File: config.mk
export PLATFORM = sky130hd
export DESIGN_NAME = alu_arbiter_flat
export DESIGN_NICKNAME = d
export VERILOG_FILES = /design/src/rtl/alu_pkg.sv /design/src/rtl/alu_arbiter_if.sv /design/src/rtl/alu_arbiter_alu4bit.sv /design/src/rtl/alu_arbiter.sv /design/src/flat_wrapper.sv
export SDC_FILE = /design/constraint.sdc
export NUM_CORES = 1
export LEC_CHECK = 0
export ABC_AREA = 0
export ABC_CLOCK_PERIOD_IN_PS = 4240
export BUFFER_PORTS_ARGS = -buffer_cell sky130_fd_sc_hd__buf_2
export CORE_MARGIN = 1
export CORE_UTILIZATION = 60
export CTS_BUF_LIST = sky130_fd_sc_hd__clkbuf_4
export CTS_CLUSTER_DIAMETER = 150
export DETAILED_ROUTE_END_ITERATION = 7
export PLACE_DENSITY_LB_ADDON = 0.3
export SYNTH_ARGS = -nofsm -noshare
export SYNTH_HDL_FRONTEND = slang
export SYNTH_HIERARCHICAL = 1
export SYNTH_SLANG_ARGS = --single-unit
File: constraint.sdc
create_clock -name clk -period 4.24 [get_ports clk]
set_clock_uncertainty 0.15 [all_clocks]
set_input_delay 0.212 -clock clk [delete_from_list [all_inputs] [get_ports clk]]
set_output_delay 0.212 -clock clk [all_outputs]
set_load 0.1 [all_outputs]
File: src/rtl/alu_pkg.sv
// Shared constants for the ALU arbiter slice: widths, FSM encoding and
// the opcode map of the alu4bit select input.
package alu_pkg;

    localparam int W   = 4;
    localparam int OPW = 3;

    localparam logic [1:0] ST_IDLE = 2'd0;
    localparam logic [1:0] ST_EXEC = 2'd1;
    localparam logic [1:0] ST_RESP = 2'd2;

    localparam logic [OPW-1:0] OP_ADD = 3'b000;
    localparam logic [OPW-1:0] OP_SUB = 3'b001;
    localparam logic [OPW-1:0] OP_AND = 3'b010;
    localparam logic [OPW-1:0] OP_OR  = 3'b011;
    localparam logic [OPW-1:0] OP_XOR = 3'b100;
    localparam logic [OPW-1:0] OP_NOT = 3'b101;
    localparam logic [OPW-1:0] OP_SHL = 3'b110;
    localparam logic [OPW-1:0] OP_SHR = 3'b111;

    typedef struct packed {
        logic [W-1:0]   a;
        logic [W-1:0]   b;
        logic [OPW-1:0] s;
    } alu_op_t;

endpackage

File: src/rtl/alu_arbiter_if.sv
// Request/response bundle between the two ALU clients, the consumer and the arbiter.
interface alu_arbiter_if;
    import alu_pkg::*;

    logic           req0_valid;
    logic           req0_ready;
    logic [W-1:0]   req0_a;
    logic [W-1:0]   req0_b;
    logic [OPW-1:0] req0_s;

    logic           req1_valid;
    logic           req1_ready;
    logic [W-1:0]   req1_a;
    logic [W-1:0]   req1_b;
    logic [OPW-1:0] req1_s;

    logic           rsp_valid;
    logic           rsp_ready;
    logic           rsp_id;
    logic [W-1:0]   rsp_out;
    logic           rsp_carry;
    logic           rsp_zero;

    logic           busy;

    modport master (
        output req0_valid, req0_a, req0_b, req0_s,
        output req1_valid, req1_a, req1_b, req1_s,
        output rsp_ready,
        input  req0_ready, req1_ready,
        input  rsp_valid, rsp_id, rsp_out, rsp_carry, rsp_zero,
        input  busy
    );

    modport slave (
        input  req0_valid, req0_a, req0_b, req0_s,
        input  req1_valid, req1_a, req1_b, req1_s,
        input  rsp_ready,
        output req0_ready, req1_ready,
        output rsp_valid, rsp_id, rsp_out, rsp_carry, rsp_zero,
        output busy
    );

endinterface

File: src/rtl/alu_arbiter_alu4bit.sv
// Combinational 4-bit ALU shared by both arbiter clients.
// For subtraction, carry is the no-borrow flag (set when a >= b).
module alu4bit
    import alu_pkg::*;
(
    input  logic [W-1:0]   a,
    input  logic [W-1:0]   b,
    input  logic [OPW-1:0] s,
    output logic [W-1:0]   out,
    output logic           carry,
    output logic           zero
);

    always_comb begin
        out   = '0;
        carry = 1'b0;
        case (s)
            OP_ADD: {carry, out} = {1'b0, a} + {1'b0, b};
            OP_SUB: {carry, out} = {1'b0, a} + {1'b0, ~b} + {{W{1'b0}}, 1'b1};
            OP_AND: out = a & b;
            OP_OR:  out = a | b;
            OP_XOR: out = a ^ b;
            OP_NOT: out = ~a;
            OP_SHL: begin
                out   = {a[W-2:0], 1'b0};
                carry = a[W-1];
            end
            OP_SHR: begin
                out   = {1'b0, a[W-1:1]};
                carry = a[0];
            end
            default: begin
                out   = '0;
                carry = 1'b0;
            end
        endcase
    end

    assign zero = (out == '0);

endmodule

File: src/rtl/alu_arbiter.sv
// Round-robin arbiter and sequencer that owns the shared alu4bit and returns
// one tagged result per accepted request on a backpressured response channel.
module alu_arbiter
    import alu_pkg::*;
(
    input  logic          clk,
    input  logic          rst,
    alu_arbiter_if.slave  bus
);

    logic [1:0]   state;
    logic         last_gnt;
    alu_op_t      op;
    logic         op_id;

    logic         gnt0;
    logic         gnt1;
    alu_op_t      req0_op;
    alu_op_t      req1_op;

    logic [W-1:0] alu_out;
    logic         alu_carry;
    logic         alu_zero;

    logic         rsp_valid_q;
    logic         rsp_id_q;
    logic [W-1:0] rsp_out_q;
    logic         rsp_carry_q;
    logic         rsp_zero_q;

    assign req0_op = {bus.req0_a, bus.req0_b, bus.req0_s};
    assign req1_op = {bus.req1_a, bus.req1_b, bus.req1_s};

    // On a tie the requester that was not served last wins.
    always_comb begin
        gnt0 = bus.req0_valid && (!bus.req1_valid || last_gnt);
        gnt1 = bus.req1_valid && (!bus.req0_valid || !last_gnt);
    end

    assign bus.req0_ready = (state == ST_IDLE) && gnt0;
    assign bus.req1_ready = (state == ST_IDLE) && gnt1;
    assign bus.busy       = (state != ST_IDLE);

    assign bus.rsp_valid  = rsp_valid_q;
    assign bus.rsp_id     = rsp_id_q;
    assign bus.rsp_out    = rsp_out_q;
    assign bus.rsp_carry  = rsp_carry_q;
    assign bus.rsp_zero   = rsp_zero_q;

    alu4bit u_alu (
        .a     (op.a),
        .b     (op.b),
        .s     (op.s),
        .out   (alu_out),
        .carry (alu_carry),
        .zero  (alu_zero)
    );

    // Reset anywhere drops the in-flight operation without a response.
    always_ff @(posedge clk) begin
        if (rst) begin
            state       <= ST_IDLE;
            last_gnt    <= 1'b1;
            op          <= '0;
            op_id       <= 1'b0;
            rsp_valid_q <= 1'b0;
            rsp_id_q    <= 1'b0;
            rsp_out_q   <= '0;
            rsp_carry_q <= 1'b0;
            rsp_zero_q  <= 1'b0;
        end else begin
            case (state)
                ST_IDLE: begin
                    if (gnt0 || gnt1) begin
                        op    <= gnt1 ? req1_op : req0_op;
                        op_id <= gnt1;
                        state <= ST_EXEC;
                    end
                end
                ST_EXEC: begin
                    rsp_out_q   <= alu_out;
                    rsp_carry_q <= alu_carry;
                    rsp_zero_q  <= alu_zero;
                    rsp_id_q    <= op_id;
                    rsp_valid_q <= 1'b1;
                    state       <= ST_RESP;
                end
                ST_RESP: begin
                    if (rsp_valid_q && bus.rsp_ready) begin
                        rsp_valid_q <= 1'b0;
                        last_gnt    <= rsp_id_q;
                        state       <= ST_IDLE;
                    end
                end
                default: state <= ST_IDLE;
            endcase
        end
    end

endmodule

File: src/flat_wrapper.sv
// flat-port wrapper written by rule: the top's interface ports become plain ports
module alu_arbiter_flat import alu_pkg::*;
  (clk, rst, bus_req0_valid, bus_req0_a, bus_req0_b, bus_req0_s, bus_req1_valid, bus_req1_a, bus_req1_b, bus_req1_s, bus_rsp_ready, bus_req0_ready, bus_req1_ready, bus_rsp_valid, bus_rsp_id, bus_rsp_out, bus_rsp_carry, bus_rsp_zero, bus_busy);
  alu_arbiter_if bus_i ();
  input  logic clk;
  input  logic rst;
  input wire logic [$bits(bus_i.req0_valid)-1:0] bus_req0_valid;
  input wire logic [$bits(bus_i.req0_a)-1:0] bus_req0_a;
  input wire logic [$bits(bus_i.req0_b)-1:0] bus_req0_b;
  input wire logic [$bits(bus_i.req0_s)-1:0] bus_req0_s;
  input wire logic [$bits(bus_i.req1_valid)-1:0] bus_req1_valid;
  input wire logic [$bits(bus_i.req1_a)-1:0] bus_req1_a;
  input wire logic [$bits(bus_i.req1_b)-1:0] bus_req1_b;
  input wire logic [$bits(bus_i.req1_s)-1:0] bus_req1_s;
  input wire logic [$bits(bus_i.rsp_ready)-1:0] bus_rsp_ready;
  output wire logic [$bits(bus_i.req0_ready)-1:0] bus_req0_ready;
  output wire logic [$bits(bus_i.req1_ready)-1:0] bus_req1_ready;
  output wire logic [$bits(bus_i.rsp_valid)-1:0] bus_rsp_valid;
  output wire logic [$bits(bus_i.rsp_id)-1:0] bus_rsp_id;
  output wire logic [$bits(bus_i.rsp_out)-1:0] bus_rsp_out;
  output wire logic [$bits(bus_i.rsp_carry)-1:0] bus_rsp_carry;
  output wire logic [$bits(bus_i.rsp_zero)-1:0] bus_rsp_zero;
  output wire logic [$bits(bus_i.busy)-1:0] bus_busy;
  assign bus_i.req0_valid = bus_req0_valid;
  assign bus_i.req0_a = bus_req0_a;
  assign bus_i.req0_b = bus_req0_b;
  assign bus_i.req0_s = bus_req0_s;
  assign bus_i.req1_valid = bus_req1_valid;
  assign bus_i.req1_a = bus_req1_a;
  assign bus_i.req1_b = bus_req1_b;
  assign bus_i.req1_s = bus_req1_s;
  assign bus_i.rsp_ready = bus_rsp_ready;
  assign bus_req0_ready = bus_i.req0_ready;
  assign bus_req1_ready = bus_i.req1_ready;
  assign bus_rsp_valid = bus_i.rsp_valid;
  assign bus_rsp_id = bus_i.rsp_id;
  assign bus_rsp_out = bus_i.rsp_out;
  assign bus_rsp_carry = bus_i.rsp_carry;
  assign bus_rsp_zero = bus_i.rsp_zero;
  assign bus_busy = bus_i.busy;
  alu_arbiter u_core (.clk(clk), .rst(rst), .bus(bus_i));
endmodule
==> out/metrics.cfg <==
[run_status]
status = completed

[clock_network]
numCtsBuffers = 3
cts-resized-gates = 0
clk_latency_ps = 310
clkSinkCount = 23
cts_hold_buf = 1
cts-htree-levels = 1
cts_root_buffer = clkbuf_4
cts_tree = built
cts_setup_buffers = 0
clk_pin_slew_worst_paths_ps = 140
clockBufferDepth = 2

[pwr]
ir_drop_uv = 308.5
p_leak_nw = 0.8485
p_total_uw = 725.1
power.density_nw_per_um2 = 392.4

[timing]
finalMaxSlewViolations = 0
fin_ws_ps = 1694
rsz0062_at_grt = false
period_needed_ps = 2546
hold_ws_ps = 22.86
hold_viol = 0
slew_headroom_pct = 42.94
clock.fmax_mhz = 392.8
setup_viol = 0
final.period_utilization_pct = 60.04
finalSetupTns_ps = 0
worst_pin_slew_ps = 854.2

[cells_and_area]
num_antenna_cells = 0
nets = 264
num-fill-cells = 222
multi_input_area_um2 = 1071
drive_gt1_share_pct = 25.68
finalInstanceArea_um2 = 1848
seqCellArea_um2 = 460.4
area_growth_pct = 11.05
final_core_utilization_pct = 72.62
instances_no_fill = 252

[die]
die_w_um = 54.67
start_util_pct = 65.39
die_h_um = 54.67
num_rows = 18
core_area_um2 = 2545
dieArea_um2 = 2988
boundaryPins = 38

[logic_synthesis]
synth-xor-area-share_pct = 1.579
syn_area_per_cell_um2 = 8.667
synth_top_family_by_area = compound AO/OA/AOI/OAI gates
post-synth-top-area-cell = dfxtp_1
syn_inst = 192
synth_fa_ha_area_share_pct = 11.43
syn_nets = 233
async_flop_share_pct = 0
ys_warn_count = 6
ys_ff_latch = 23
synth.area.top_cells = dfxtp_1, ha_1, a311oi_2, nand2_1, a21oi_1
ys_seq_area_share_pct = 27.67
yosysTopAreaCellShare_pct = 27.67
synth-simple-area-share_pct = 15.79
syn_area_um2 = 1664
synthMuxAreaShare_pct = 8.346
synth-edff-count = 0
ys_types = 45
synth_ff_type = dfxtp_1
synth-compound-area-share_pct = 27.22

[critical_path]
path_class = reg -> reg
timing.rr.start = u_core/op[3]
arrival_ps = 2660
startpoint_type = register
setup.worst_path.end_class = register
crit_start = u_core/op[3]
cp.required_ps = 4350
reg2reg_to = u_core/bus.rsp_zero
setup.worst_path.end = u_core/bus.rsp_zero
worstPathMaxFanout = 4
reg2reg_depth = 7
r2r_setup_slack_ps = 1690

[placement]
place_worst_setup_slack_ps = 1709
io_buffers = 37
dpl.cell_count = 247
dpl.hpwl_mm = 2.922
placed_area_um2 = 1810
place_congestion = 0.9615

[job]
maxCapViolCount = 0

[route]
route.vias.total = 1523
wl_per_cell_um = 14.68
drtAntennaViolNets = 0
wl_met3_um = 158
drc_errors = 0
dr.pass1.iters = 6
met1_length_mm = 1.661
top_layer = met4
drt_iter0_drc = 43
wl_met2_mm = 1.843
wirelength_mm = 3.700
via_per_inst = 6.044

[grt]
grt_first_pass_wirelength_mm = 5.664
grt_overflow = 0
grt_pass1_vias = 1340
antenna_found_initial = 0
grt_max_degree = 24
track_usage_pct = 26.39

[worst_hold_path]
hp-class = in -> reg

==> power by group <==
part | total, mW | switching, mW | internal [mW]
registers | 0.275 | 0.0346 | 0.240
logic | 0.350 | 0.221 | 0.129
clock network | 0.100 | 0.0652 | 0.0352
==> cell type report <==
class | count | share of cell area, %
repair buffers | 38 | 10.56
well taps | 30 | 2.031
clock buffers | 3 | 1.219
multi-input cells | 142 | 57.96
clock inverters | 1 | 0.2708
flip-flops and latches | 23 | 24.92
inverters | 15 | 3.047
==> critical path, cell delays in order (launching register included) <==
cell and delay [ps]:
dfxtp_1 410, ha_1 240, fa_1 440, mux4_2 480
a211o_1 320, a2111oi_2 220, mux2i_1 120, nor2_1 120
==> metal layers <==
| metal | vias to the layer above | global-route usage (%) |
|---|---|---|
| met5 | - | 0 |
| met4 | 0 | 8.120 |
| met3 | 6 | 3.611 |
| met2 | 48 | 46.79 |
| met1 | 732 | 32.43 |
| li1 | 737 | - |
==> sequential cells by signal (all words and copies together), names as in the netlist <==
| register | flops |
|---|---|
| u_core/bus.rsp_carry | 1 |
| u_core/bus.rsp_id | 1 |
| u_core/bus.rsp_out | 4 |
| u_core/bus.rsp_valid | 1 |
| u_core/bus.rsp_zero | 1 |
| u_core/last_gnt | 1 |
| u_core/op | 11 |
| u_core/op_id | 1 |
| u_core/state | 2 |
==> cell usage in the layout, fill, tap and decap left out, types with 3 or more instances in the layout <==
cell / n
nor2_1: 18
o21ai_0: 3
inv_1: 15
nand2_1: 26
buf_2: 37
dfxtp_1: 23
a21oi_1: 19
a21o_1: 3
a311oi_2: 9
clkbuf_4: 3
mux2i_1: 9
ha_1: 12
nor2b_1: 4
==> how the worst min path moves through the flow <==
stage                      startpoint              end  cells after the start
finish                  bus_req1_b[3]     u_core/op[6]                      3
global route            bus_req1_b[3]     u_core/op[6]                      3
CTS                     bus_req1_b[3]     u_core/op[6]                      3
detailed placement      bus_req0_b[3]     u_core/op[6]                      3
global placement    u_core/bus.rsp_id  u_core/last_gnt                      1
floorplan                         rst  u_core/state[0]                      1
==> synth_stat cells, drive strengths merged, types with 3 or more instances <==
library cell and instances:
a21o 3, nor2b 4, dfxtp 23, a21oi 19
mux2i 9, clkbuf 3, ha 12, buf 9
nor2 19, inv 15, nand2 26, a311oi 11
o21ai 3
==> cell families after synthesis <==
family | after synthesis
buffers and inverters | 27
adders and majority gates | 14
AOI/OAI and AO/OA | 55
xor gates and xnor gates | 3
muxes | 11
DFF | 23
and+or+nand+nor | 59
(Power assumes the default switching activity.)
